<file path="src/rtl/cdb_pkg.sv">
// Shared types for the common-data-bus write-back arbiter: result entry, tag defaults, round-robin step.
package cdb_pkg;

    localparam int TAG_W_DEF  = 3;
    localparam int DATA_W_DEF = 32;

    localparam logic [TAG_W_DEF-1:0] NO_TAG = '0;

    typedef struct packed {
        logic [TAG_W_DEF-1:0]  tag;
        logic [DATA_W_DEF-1:0] value;
    } cdb_entry_t;

    // Next round-robin index after a grant to idx, among n candidates.
    function automatic int rr_next(input int idx, input int n);
        return (idx + 1 >= n) ? 0 : idx + 1;
    endfunction

endpackage

</file>
<file path="src/rtl/cdb_fifo.sv">
// Per-requester result FIFO: write visible at head one edge after push; full/empty from registered count,
// so a same-cycle pop never frees space for a same-cycle push. Flush empties it on the next edge.
module cdb_fifo
    import cdb_pkg::*;
#(
    parameter  int DEPTH = 2,
    localparam int PTR_W = $clog2(DEPTH),
    localparam int CNT_W = $clog2(DEPTH + 1)
) (
    input  logic       clk,
    input  logic       rst,
    input  logic       i_flush,
    input  logic       i_push,
    input  cdb_entry_t i_entry,
    input  logic       i_pop,
    output cdb_entry_t o_head,
    output logic       o_full,
    output logic       o_empty
);

    cdb_entry_t        r_mem [DEPTH];
    logic [PTR_W-1:0]  r_wptr;
    logic [PTR_W-1:0]  r_rptr;
    logic [CNT_W-1:0]  r_cnt;

    always_ff @(posedge clk) begin
        if (i_push && !i_flush) begin
            r_mem[r_wptr] <= i_entry;
        end
    end

    always_ff @(posedge clk or posedge rst) begin
        if (rst) begin
            r_wptr <= '0;
            r_rptr <= '0;
            r_cnt  <= '0;
        end else if (i_flush) begin
            r_wptr <= '0;
            r_rptr <= '0;
            r_cnt  <= '0;
        end else begin
            if (i_push) r_wptr <= r_wptr + PTR_W'(1);
            if (i_pop)  r_rptr <= r_rptr + PTR_W'(1);
            if (i_push && !i_pop)      r_cnt <= r_cnt + CNT_W'(1);
            else if (i_pop && !i_push) r_cnt <= r_cnt - CNT_W'(1);
        end
    end

    assign o_head  = r_mem[r_rptr];
    assign o_full  = (r_cnt == CNT_W'(DEPTH));
    assign o_empty = (r_cnt == '0);

endmodule

</file>
<file path="src/rtl/cdb_arbiter.sv">
// Round-robin write-back arbiter onto a registered CDB; 1-cycle push-to-broadcast, req_ready = FIFO not full.
// Define CDB_MEM_PRIO_EN to give requester N_REQ-1 (memory) absolute priority over the round-robin group.
module cdb_arbiter
    import cdb_pkg::*;
#(
    parameter  int N_REQ  = 3,
    parameter  int TAG_W  = TAG_W_DEF,
    parameter  int DATA_W = DATA_W_DEF,
    parameter  int DEPTH  = 2,
    localparam int SRC_W  = (N_REQ > 1) ? $clog2(N_REQ) : 1
) (
    input  logic                      clk,
    input  logic                      rst,
    input  logic                      flush,
    input  logic [N_REQ-1:0]          req_valid,
    input  logic [N_REQ*TAG_W-1:0]    req_tag,
    input  logic [N_REQ*DATA_W-1:0]   req_value,
    output logic [N_REQ-1:0]          req_ready,
    output logic                      cdb_valid,
    output logic [TAG_W-1:0]          cdb_num,
    output logic [DATA_W-1:0]         cdb_value,
    output logic [SRC_W-1:0]          cdb_src
);

    logic [N_REQ-1:0]  w_push;
    logic [N_REQ-1:0]  w_pop;
    logic [N_REQ-1:0]  w_full;
    logic [N_REQ-1:0]  w_empty;
    cdb_entry_t        w_head [N_REQ];

    logic              w_gnt_vld;
    logic [SRC_W-1:0]  w_gnt_idx;
    logic [SRC_W-1:0]  w_cand;

    logic [SRC_W-1:0]  r_rr;
    logic              r_cdb_valid;
    logic [TAG_W-1:0]  r_cdb_num;
    logic [DATA_W-1:0] r_cdb_value;
    logic [SRC_W-1:0]  r_cdb_src;

    for (genvar gi = 0; gi < N_REQ; gi++) begin : g_req
        cdb_entry_t w_in;
        assign w_in = {req_tag[gi*TAG_W +: TAG_W], req_value[gi*DATA_W +: DATA_W]};
        // Tag 0 is handshaken but never stored.
        assign w_push[gi]    = req_valid[gi] && !w_full[gi] && !flush && (w_in.tag != NO_TAG);
        assign w_pop[gi]     = w_gnt_vld && (w_gnt_idx == SRC_W'(gi));
        assign req_ready[gi] = !w_full[gi];

        cdb_fifo #(.DEPTH(DEPTH)) u_fifo (
            .clk     (clk),
            .rst     (rst),
            .i_flush (flush),
            .i_push  (w_push[gi]),
            .i_entry (w_in),
            .i_pop   (w_pop[gi]),
            .o_head  (w_head[gi]),
            .o_full  (w_full[gi]),
            .o_empty (w_empty[gi])
        );
    end

    always_comb begin
        w_gnt_vld = 1'b0;
        w_gnt_idx = '0;
        w_cand    = '0;
`ifdef CDB_MEM_PRIO_EN
        if (!w_empty[N_REQ-1]) begin
            w_gnt_vld = 1'b1;
            w_gnt_idx = SRC_W'(N_REQ - 1);
        end else begin
            for (int k = 0; k < N_REQ - 1; k++) begin
                w_cand = SRC_W'((int'(r_rr) + k) % (N_REQ - 1));
                if (!w_gnt_vld && !w_empty[w_cand]) begin
                    w_gnt_vld = 1'b1;
                    w_gnt_idx = w_cand;
                end
            end
        end
`else
        for (int k = 0; k < N_REQ; k++) begin
            w_cand = SRC_W'((int'(r_rr) + k) % N_REQ);
            if (!w_gnt_vld && !w_empty[w_cand]) begin
                w_gnt_vld = 1'b1;
                w_gnt_idx = w_cand;
            end
        end
`endif
        // Flush discards the candidate: no pop, no broadcast, no pointer move.
        if (flush) w_gnt_vld = 1'b0;
    end

    always_ff @(posedge clk or posedge rst) begin
        if (rst) begin
            r_rr        <= '0;
            r_cdb_valid <= 1'b0;
            r_cdb_num   <= '0;
            r_cdb_value <= '0;
            r_cdb_src   <= '0;
        end else if (w_gnt_vld) begin
            r_cdb_valid <= 1'b1;
            r_cdb_num   <= w_head[w_gnt_idx].tag;
            r_cdb_value <= w_head[w_gnt_idx].value;
            r_cdb_src   <= w_gnt_idx;
`ifdef CDB_MEM_PRIO_EN
            if (w_gnt_idx != SRC_W'(N_REQ - 1)) begin
                r_rr <= SRC_W'(rr_next(int'(w_gnt_idx), N_REQ - 1));
            end
`else
            r_rr <= SRC_W'(rr_next(int'(w_gnt_idx), N_REQ));
`endif
        end else begin
            r_cdb_valid <= 1'b0;
            r_cdb_num   <= '0;
            r_cdb_value <= '0;
        end
    end

    assign cdb_valid = r_cdb_valid;
    assign cdb_num   = r_cdb_num;
    assign cdb_value = r_cdb_value;
    assign cdb_src   = r_cdb_src;

endmodule
</file>
<file path="config.mk">
export PLATFORM = sky130hd
export DESIGN_NAME = cdb_arbiter
export DESIGN_NICKNAME = d
export VERILOG_FILES = /design/src/rtl/cdb_pkg.sv /design/src/rtl/cdb_fifo.sv /design/src/rtl/cdb_arbiter.sv
export SDC_FILE = /design/constraint.sdc
export NUM_CORES = 1
export LEC_CHECK = 0
export CAP_MARGIN = 20
export CORE_MARGIN = 2
export CORE_UTILIZATION = 49
export CTS_BUF_LIST = sky130_fd_sc_hd__clkbuf_8 sky130_fd_sc_hd__clkbuf_16
export CTS_CLUSTER_DIAMETER = 80
export DETAILED_ROUTE_END_ITERATION = 6
export PLACE_DENSITY_LB_ADDON = 0.05
export SKIP_LAST_GASP = 1
export SLEW_MARGIN = 20
export SYNTH_ARGS = -nofsm -noshare
export SYNTH_HDL_FRONTEND = slang
export SYNTH_SLANG_ARGS = --single-unit
</file>
<file path="constraint.sdc">
create_clock -name clk -period 3.6 [get_ports clk]
set_clock_uncertainty 0.1 [all_clocks]
set_input_delay 0.72 -clock clk [delete_from_list [all_inputs] [get_ports clk]]
set_output_delay 0.72 -clock clk [all_outputs]
set_load 0.005 [all_outputs]
</file>
==> impl_metrics.yaml, run 1 <==
synthesis:
  netlist_instances: 651
  synth_edf_count: 210
  yosys.area.top_type: "edfxtp_1"
  synth.avg_cell_area_um2: 16.20
  synth_top_cell_area_share_pct: 59.80
  syn_nets: 764
  async_flop_share_pct: 19.85
  synth_common_cells: "edfxtp_1, mux2_2, dfrtp_1"
  ys_top_cells_by_area: "edfxtp_1, dfrtp_1, mux2_2, a221oi_2, a211oi_1"
  synth_area_um2: 10550
  yosysUniqueCellTypes: 48
  yosysMostFrequentCell: "edfxtp_1"
  seq_area_frac_synth_pct: 72.14
  synth-seq-cells: 262
  synth_ff_type: "edfxtp_1"
  ys_warn_count: 0
sta:
  tns_ns: 0
  min_period_ns: 3.032
  max_freq_ghz: 0.3298
  worst_slew_pin_slew_ns: 1.017
  rsz0062_at_grt: "no"
  fin_ws_ns: 0.5682
  max_slew_margin_pct: 32.18
  setup_viol: 0
  finalCritPeriodShare_pct: 84.22
  maxSlewViolCount: 0
  hold_violations: 0
place:
  io_buffers: 151
  hpwl_um: 15120
  dp_slack_ns: 0.5273
  gp_congestion: 0.8490
  place_area_um2: 12440
finish:
  stdcell_area_um2: 13280
  finalNetCount: 922
  area_delta_synth_final_pct: 25.96
  antenna_cells: 0
  fill_cells: 1552
  multiInputGateArea_um2: 2758
  drive_gt1_share_pct: 22.22
  register_area_um2: 7614
flow_run:
  maxCapViolations: 0
drt:
  drt-total-wl_um: 23430
  drc: 0
  ant_nets: 0
  wl_per_cell_um: 21.24
  dr.pass1.iters: 5
  vias: 6115
  routed_via_density: 5.544
  drtIter0Drc: 313
floorplan:
  fp.dieH_um: 150.7
  dieWidth_um: 150.7
  row_count: 53
  core_area_um2: 21090
  die-area_um2: 22710
  ioPinCount: 152
  start_util_pct: 50.01
worst_setup_path:
  worst_setup_path_end_kind: "register"
  required_ns: 3.90
  worstSetupPathType: "register to register"
  crit_family: "compound AO/OA/AOI/OAI gates"
  critical_path_buf_inv_count: 1
  critical_path.max_fanout: 23
  cp_slowest_stage_delay_ns: 0.82
  critPathLaunchType: "register"
  critPathSlowestCell: "o31ai_4"
  critical_path_arrival_ns: 3.34
  cp_cell_sequence: "or4_1, maj3_2, o31ai_4, buf_4, a21o_1, o21ai_1"
clocking:
  cts.sink_count: 262
  numCtsBuffers: 26
  clk_pin_slew_ns: 0.06
  cts_setup_buffers: 0
  cts_tree: "built"
  clkLatencyLatePin_ns: 0.52
  root_buffer: "clkbuf_16"
  cts_buffer_depth: 3
  cts_hold_buffers: 0
  htreeDepth: 1
  cts_resized: 0
global_routing:
  grt_max_degree: 72
  grt_pass1_vias: 6433
  grt-ovfl-total: 0
  antenna_found_initial: 0
  grt_pass1_wl_um: 35870
  grt_use_total_pct: 20.97
power:
  p_int_mw: 6.533
  switchingPower_mw: 3.385
  swShare_pct: 34.13
  p_leak_nw: 4.697
  seqPwrFrac_pct: 40.0
  peakVddDrop_mv: 0.5666
  power_density_nw_per_um2: 746.6
  p_total_mw: 9.917
  p_clk_share_pct: 26.4
  p_comb_share_pct: 33.6
status:
  status: "finished, final reports clean"
worst_hold_path:
  hold_class: "register to register"
## cells in the final DEF (no fill, tap or decap), types with 3 or more instances in the layout
cell type        netlist  routed
nor3b_1                3       3
nor3_1                 4       4
o21ai_0               39      39
nand2_1               43      42
buf_4                  1      22
dfrtp_1               52      49
xnor2_1                6       6
clkdlybuf4s50_1        0     151
clkbuf_16              0      28
a221oi_2              29      29
a211oi_1              35      35
nor2b_4                0       3
xor2_1                 3       3
a221oi_1               6       6
edfxtp_1             210     210
mux2_2                70      70
nor2b_1               40      37
inv_1                  7      14
a21oi_1                4       4
clkbuf_8               0       4
clkinv_2               0       5
nor2_1                11      11
o31ai_1                3       3
and2_2                 0       3
or2_2                  5       5
## stage by stage
stage,hold WS (ns),instances,utilization [%]
floorplan,0.3733,651,-
global placement,0.3705,1056,58.98
detailed placement,0.4008,1056,58.98
CTS,0.4230,1103,62.99
global route,0.4461,1103,62.99
finish,0.4151,1103,62.99
## power groups by stage
stage	Combinational (mW)	Clock [mW]	Sequential, mW
after global placement	3.29	0	4.02
after floorplan	2.58	0	3.70
after global routing	3.66	2.79	4.02
after CTS	3.36	2.67	3.97
after detailed placement	3.34	0	4.03
final	3.33	2.62	3.96
## worst paths after layout
| kind | start | to | slack (ns) | cells after the start |
|---|---|---|---|---|
| max reg2reg | g_req[1].u_fifo.r_cnt[0]$_DFFE_PP0P_ | r_rr[0]$_DFFE_PP0P_ | 0.57 | 6 |
| min in group asynchronous | rst | cdb_value[31]$_DFF_PP0_ | 0.45 | 2 |
| min | cdb_src[0]$_DFFE_PP0P_ | cdb_src[0]$_DFFE_PP0P_ | 0.42 | 2 |
| max in group asynchronous | rst | cdb_value[27]$_DFF_PP0_ | 2.27 | 3 |
| min reg2reg | cdb_src[0]$_DFFE_PP0P_ | cdb_src[0]$_DFFE_PP0P_ | 0.42 | 2 |
| max | g_req[1].u_fifo.r_cnt[0]$_DFFE_PP0P_ | r_rr[0]$_DFFE_PP0P_ | 0.57 | 6 |
## flip-flops by register name, summed over array words and instances, names as in the netlist
signal,cells
cdb_value,32
g_req.u_fifo.r_rptr,3
r_rr,2
g_req.u_fifo.r_cnt,6
g_req.u_fifo.r_mem,210
cdb_src,2
g_req.u_fifo.r_wptr,3
cdb_num,3
cdb_valid,1
## final cells by class
type	count	area share (%)
Clock buffer	32	5.690
Clock inverter	15	0.6688
Sequential cell	262	57.32
Multi-Input combinational cell	338	20.76
Tap cell	275	2.590
Timing Repair Buffer	174	12.77
Inverter	7	0.1978
## layer usage
layer  wire (um)  vias to the layer above  GRT usage [%]
met1        9929                     3071          27.90
met3        1283                       39          3.697
met4         515                        0          5.514
met5           0                        -              0
li1            -                     2828              -
met2       11710                      177          35.91
## worst reg2reg max path, stage by stage (launching register included)
cell	delay, ns
dfrtp_1	0.48
or4_1	0.55
maj3_2	0.36
o31ai_4	0.82
buf_4	0.42
a21o_1	0.13
o21ai_1	0.06
## logic make-up after synthesis
| kind of cell | synth area share (%) |
|---|---|
| multiplexers | 7.475 |
| AND/OR/NAND/NOR | 6.063 |
| adder cells (fa/ha/maj) | 0.3440 |
| buffers and inverters | 2.219 |
| flip-flops | 72.14 |
| XOR/XNOR | 0.7476 |
| AO/OA/AOI/OAI | 11.01 |
No activity file was read; power rests on OpenSTA's default activity.
==> inputs of run 2 (changes only) <==
--- a/config.mk
+++ b/config.mk
@@ -7,7 +7,7 @@
 export LEC_CHECK = 0
 export CAP_MARGIN = 20
 export CORE_MARGIN = 2
-export CORE_UTILIZATION = 49
+export CORE_UTILIZATION = 50
 export CTS_BUF_LIST = sky130_fd_sc_hd__clkbuf_8 sky130_fd_sc_hd__clkbuf_16
 export CTS_CLUSTER_DIAMETER = 80
 export DETAILED_ROUTE_END_ITERATION = 6
==> constraint.sdc (replaced) <==
create_clock -name clk -period 2.9 [get_ports clk]
set_clock_uncertainty 0.1 [all_clocks]
set_input_delay 0.58 -clock clk [delete_from_list [all_inputs] [get_ports clk]]
set_output_delay 0.58 -clock clk [all_outputs]
set_load 0.005 [all_outputs]
==> run 2 against run 1 <==
Effect of this change: hold slack got worse by 0.072 ns; non-clock buffer count increased by 7; sequential power increased by 22%; first-iteration DRC count increased by 15%; power increased by 26%; sequential share of layout area decreased by 0.77 points; design area increased by 1.4%; flip-flop and latch count unchanged; clock power increased by 23%; fmax increased by 12%; routed wire length increased by 0.92%; core utilization increased by 1.5 points; critical endpoint is now cdb_value[1]$_DFF_PP0_.
==> impl_metrics.yaml, run 2 (same netlist as run 1, synthesis figures left out) <==
finish:
  finalNetCount: 931
  antenna_cells: 0
  largest_register_ffs: 210
  finalNonFillerCells: 1115
  stdcell_area_um2: 13460
  regMostFlops: "g_req.u_fifo.r_mem"
  final_cell_mix: "edfxtp_1, clkdlybuf4s50_1, mux2_2"
  drive_gt1_share_pct: 22.62
  final_common_cell: "edfxtp_1"
  area_delta_synth_final_pct: 27.67
worst_setup_path:
  worst_setup_path_end_kind: "register"
  worstSetupPathType: "register to register"
  critical_path.max_fanout: 71
  required_ns: 3.19
  critPathLaunchType: "register"
  r2r_cells: 8
  critical_path_arrival_ns: 3.00
place:
  io_buffers: 151
  gp_congestion: 0.8217
  place_area_um2: 12600
  placed_cells: 1062
  hpwl_um: 14990
clocking:
  cts_hold_buffers: 0
  htreeDepth: 1
  root_buffer: "clkbuf_16"
  cts_tree: "built"
  clk_pin_slew_ns: 0.06
  cts.sink_count: 262
  clkLatencyLatePin_ns: 0.53
  numCtsBuffers: 28
  cts_buffer_depth: 3
  cts_resized: 0
  cts_setup_buffers: 0
global_routing:
  grt_pass1_vias: 6434
  grt-ovfl-total: 0
  antenna_found_initial: 0
  grt_use_total_pct: 21.48
  grt_pass1_wl_um: 36200
  grt_max_degree: 72
floorplan:
  die-area_um2: 22270
  dieWidth_um: 149.2
  row_count: 53
  core_area_um2: 20890
  start_util_pct: 50.48
  ioPinCount: 152
  fp.dieH_um: 149.2
sta:
  worst_slew_pin_slew_ns: 0.9204
  max_freq_ghz: 0.3687
  setup_viol: 0
  hold_violations: 0
  tns_ns: 0
  min_period_ns: 2.712
  max_slew_margin_pct: 38.64
  maxSlewViolCount: 0
  rsz0062_at_grt: "no"
  finalCritPeriodShare_pct: 93.53
power:
  peakVddDrop_mv: 0.6678
  power_density_nw_per_um2: 929.3
  p_leak_nw: 4.790
  p_total_mw: 12.51
status:
  status: "finished, final reports clean"
drt:
  dr.pass1.iters: 5
  drt-total-wl_um: 23650
  wl_per_cell_um: 21.21
  drtIter0Drc: 360
  drc: 0
  vias: 6201
  routed_via_density: 5.561
  ant_nets: 0
worst_hold_path:
  hold_class: "primary input to asynchronous set/reset pin"
flow_run:
  maxCapViolations: 0
-- run 2: cell types whose count changed in the layout (fill, tap and decap cells not counted) --
cell       previous run  this run
buf_12                1        10
buf_8                 0         1
clkinv_8              0         1
inv_6                 0         1
inv_1                14        20
bufinv_16             1         0
clkinv_2              5         3
buf_4                22        19
-- run 2: per-stage QoR --
step                setup WS [ns]  hold slack [ns]  util [%]
floorplan                 0.02431           0.3733         -
global placement           0.2436           0.3633     60.30
detailed placement        0.02862           0.3749     60.30
CTS                       0.01332           0.3354     64.38
global route              0.05753           0.3758     64.45
finish                     0.1876           0.3434     64.45
-- run 2: area by class of cell --
class                   instances  area [um2]
flip-flops and latches        262        7614
inverters                       7       26.28
clock inverters                20       96.34
fillers                      1537        7426
repair buffers                181        1869
well taps                     275       344.1
multi-input cells             338        2758
clock buffers                  32       755.7
-- run 2: final timing paths --
kind                       slack (ns)                                 end                   start
max in group asynchronous        2.05  g_req[0].u_fifo.r_rptr$_DFFE_PP0P_                     rst
min in group clk                 0.39              cdb_src[0]$_DFFE_PP0P_  cdb_src[0]$_DFFE_PP0P_
min reg2reg                      0.39              cdb_src[0]$_DFFE_PP0P_  cdb_src[0]$_DFFE_PP0P_
max reg2reg                      0.19              cdb_value[1]$_DFF_PP0_     r_rr[0]$_DFFE_PP0P_
max                              0.19              cdb_value[1]$_DFF_PP0_     r_rr[0]$_DFFE_PP0P_
min                              0.34             cdb_value[25]$_DFF_PP0_                     rst
-- run 2: worst max-delay path, cell delays in order, from the launching register on --
cell and delay [ns]:
dfrtp_1 0.35, inv_1 0.07, ha_1 0.50, or3b_2 0.52, o31ai_1 0.39, a31oi_4 0.06, buf_12 0.23, o21ai_0 0.22
a211oi_1 0.10
-- run 2: power breakdown --
group | leakage [nW] | switching (mW) | internal, mW
sequential | 2.62 | 0.407 | 4.42
clock | 0.473 | 1.36 | 1.85
combinational | 1.70 | 2.53 | 1.95
total | 4.79 | 4.30 | 8.21
-- run 2: routing by layer --
| layer | wire [um] | track usage [%] |
|---|---|---|
| met1 | 10070 | 28.53 |
| met2 | 12010 | 38.09 |
| met5 | 0 | 0 |
| met3 | 1238 | 3.211 |
| met4 | 323 | 4.000 |
==> inputs of run 3 (changes only) <==
--- a/config.mk
+++ b/config.mk
@@ -7,11 +7,12 @@
 export LEC_CHECK = 0
 export CAP_MARGIN = 20
 export CORE_MARGIN = 2
-export CORE_UTILIZATION = 50
+export CORE_UTILIZATION = 30
 export CTS_BUF_LIST = sky130_fd_sc_hd__clkbuf_8 sky130_fd_sc_hd__clkbuf_16
 export CTS_CLUSTER_DIAMETER = 80
 export DETAILED_ROUTE_END_ITERATION = 6
 export PLACE_DENSITY_LB_ADDON = 0.05
+export RECOVER_POWER = 50
 export SKIP_LAST_GASP = 1
 export SLEW_MARGIN = 20
 export SYNTH_ARGS = -nofsm -noshare
==> run 3 against run 2 <==
Effect of this change: the run now ends with capacitance limit, slew limit left; first-iteration DRC count is 6.1% higher; power is 8.4% higher; setup slack better by 0.015 ns; register-to-register slack better by 0.02 ns; sequential share of layout area is 1.9 points lower; clock power is 23% higher; non-clock buffer count is 1 lower; fmax is 0.57% higher; sequential power is 3% lower; largest cell class unchanged; highest routed layer unchanged.
==> impl_metrics.yaml, run 3 (same netlist as run 1, synthesis figures left out) <==
sta:
  finalCritPeriodShare_pct: 93.00
  rsz0062_at_grt: "no"
  worst_slew_pin_slew_ns: 1.699
  hold_ws_ns: 0.3807
  max_slew_margin_pct: -13.24
  max_freq_ghz: 0.3708
  tns_ns: 0
  fin_ws_ns: 0.2031
  setup_viol: 0
  min_period_ns: 2.697
  hold_violations: 0
  maxSlewViolCount: 53
clocking:
  clkLatencyLatePin_ns: 0.55
  cts_buffer_depth: 3
  numCtsBuffers: 30
  htreeDepth: 1
  clk_pin_slew_ns: 0.06
  cts_hold_buffers: 0
  root_buffer: "clkbuf_16"
  cts_tree: "built"
  cts.sink_count: 262
finish:
  drive_gt1_share_pct: 22.66
  fill_cells: 3242
  largest_register_ffs: 210
  finalNonFillerCells: 1299
  regMostFlops: "g_req.u_fifo.r_mem"
  final_cell_mix: "edfxtp_1, dlygate4sd3_1, mux2_2"
  final_common_cell: "edfxtp_1"
  area_delta_synth_final_pct: 32.04
  finalNetCount: 932
global_routing:
  grt-ovfl-total: 0
  grt_pass1_vias: 6648
  antenna_found_initial: 3
  grt_use_total_pct: 15.59
  grt_max_degree: 53
  grt_pass1_wl_um: 42350
worst_setup_path:
  required_ns: 3.21
  critPathLaunchType: "register"
  critical_path.max_fanout: 34
  worst_setup_path_end_kind: "register"
  critical_path_arrival_ns: 3.01
  worstSetupPathType: "register to register"
drt:
  drc: 0
  vias: 6240
  routed_via_density: 4.804
  wl_per_cell_um: 21.92
  ant_nets: 0
  drt-total-wl_um: 28470
  dr.pass1.iters: 7
  drtIter0Drc: 382
power:
  p_leak_nw: 4.878
  peakVddDrop_mv: 0.6262
  p_total_mw: 13.57
  power_density_nw_per_um2: 974.4
floorplan:
  row_count: 68
  start_util_pct: 30.53
  ioPinCount: 152
  die-area_um2: 36670
  core_area_um2: 34540
  fp.dieH_um: 191.5
  dieWidth_um: 191.5
place:
  placed_cells: 1241
  gp_congestion: 0.7919
  hpwl_um: 18370
  dp_slack_ns: 0.1487
  io_buffers: 151
status:
  status: "finished, violations left"
  violations: "capacitance limit, slew limit"
flow_run:
  maxCapViolations: 1
worst_hold_path:
  hold_class: "register to register"
-- run 3: cell count changes in the layout (fill, tap and decap cells not counted), sizes merged --
cell	before	now
clkbuf	32	39
diode	0	1
clkdlybuf4s50	151	45
buf	30	23
dlygate4sd3	0	106
bufinv	0	6
clkinv	5	11
inv	22	13
-- run 3: layer usage --
metal | GRT usage, % | routed length [um]
met4 | 3.935 | 620
met3 | 2.276 | 1135
met2 | 26.26 | 13850
met1 | 21.09 | 12870
met5 | 0 | 0
-- run 3: what timing repair did --
action / CTS / global route
resized for setup: 0 / 2
setup endpoints to repair: 0 / 26
buffers inserted: 0 / 1
-- run 3: layout make-up --
cell class                 count  area (um2)  area share (%)
timing repair buffer         180        1898           13.63
sequential                   262        7614           54.68
antenna                        1       2.502         0.01797
clock buffer                  33       792.0           5.688
inverter                       7       26.28          0.1887
tap                          455       569.3           4.089
clock inverter                23       266.5           1.914
multi-input combinational    338        2755           19.79
-- run 3: path summary, 6_finish.rpt --
check | from | end | slack [ns] | cells after the start
min in group asynchronous | rst | cdb_value[18]$_DFF_PP0_ | 0.97 | 3
max reg2reg | r_rr[0]$_DFFE_PP0P_ | cdb_value[15]$_DFF_PP0_ | 0.20 | 8
max in group asynchronous | rst | g_req[0].u_fifo.r_rptr$_DFFE_PP0P_ | 0.51 | 3
min reg2reg | cdb_src[1]$_DFFE_PP0P_ | cdb_src[1]$_DFFE_PP0P_ | 0.38 | 2
min | cdb_src[1]$_DFFE_PP0P_ | cdb_src[1]$_DFFE_PP0P_ | 0.38 | 2
max | r_rr[0]$_DFFE_PP0P_ | cdb_value[15]$_DFF_PP0_ | 0.20 | 8
-- run 3: report_power, final --
group / leakage, nW / internal, mW / switching (mW)
clock network: 0.546 / 2.48 / 1.48
registers: 2.62 / 4.42 / 0.272
logic: 1.72 / 2.02 / 2.89
total: 4.88 / 8.93 / 4.64
-- run 3: worst max-delay path: stages, from the launching register on --
cell	delay [ns]
dfrtp_1	0.35
inv_1	0.06
ha_2	0.46
or3b_2	0.49
o31ai_1	0.36
a31oi_4	0.10
buf_12	0.20
o21ai_0	0.26
a211oi_1	0.15
-- run 3: stage by stage --
step	instance area, um2	utilization (%)
4_1_cts	13970	40.45
6_report	13920	40.31
3_5_place_dp	12910	37.38
5_1_grt	13920	40.30
3_3_place_gp	12910	37.38
2_1_floorplan	10570	-
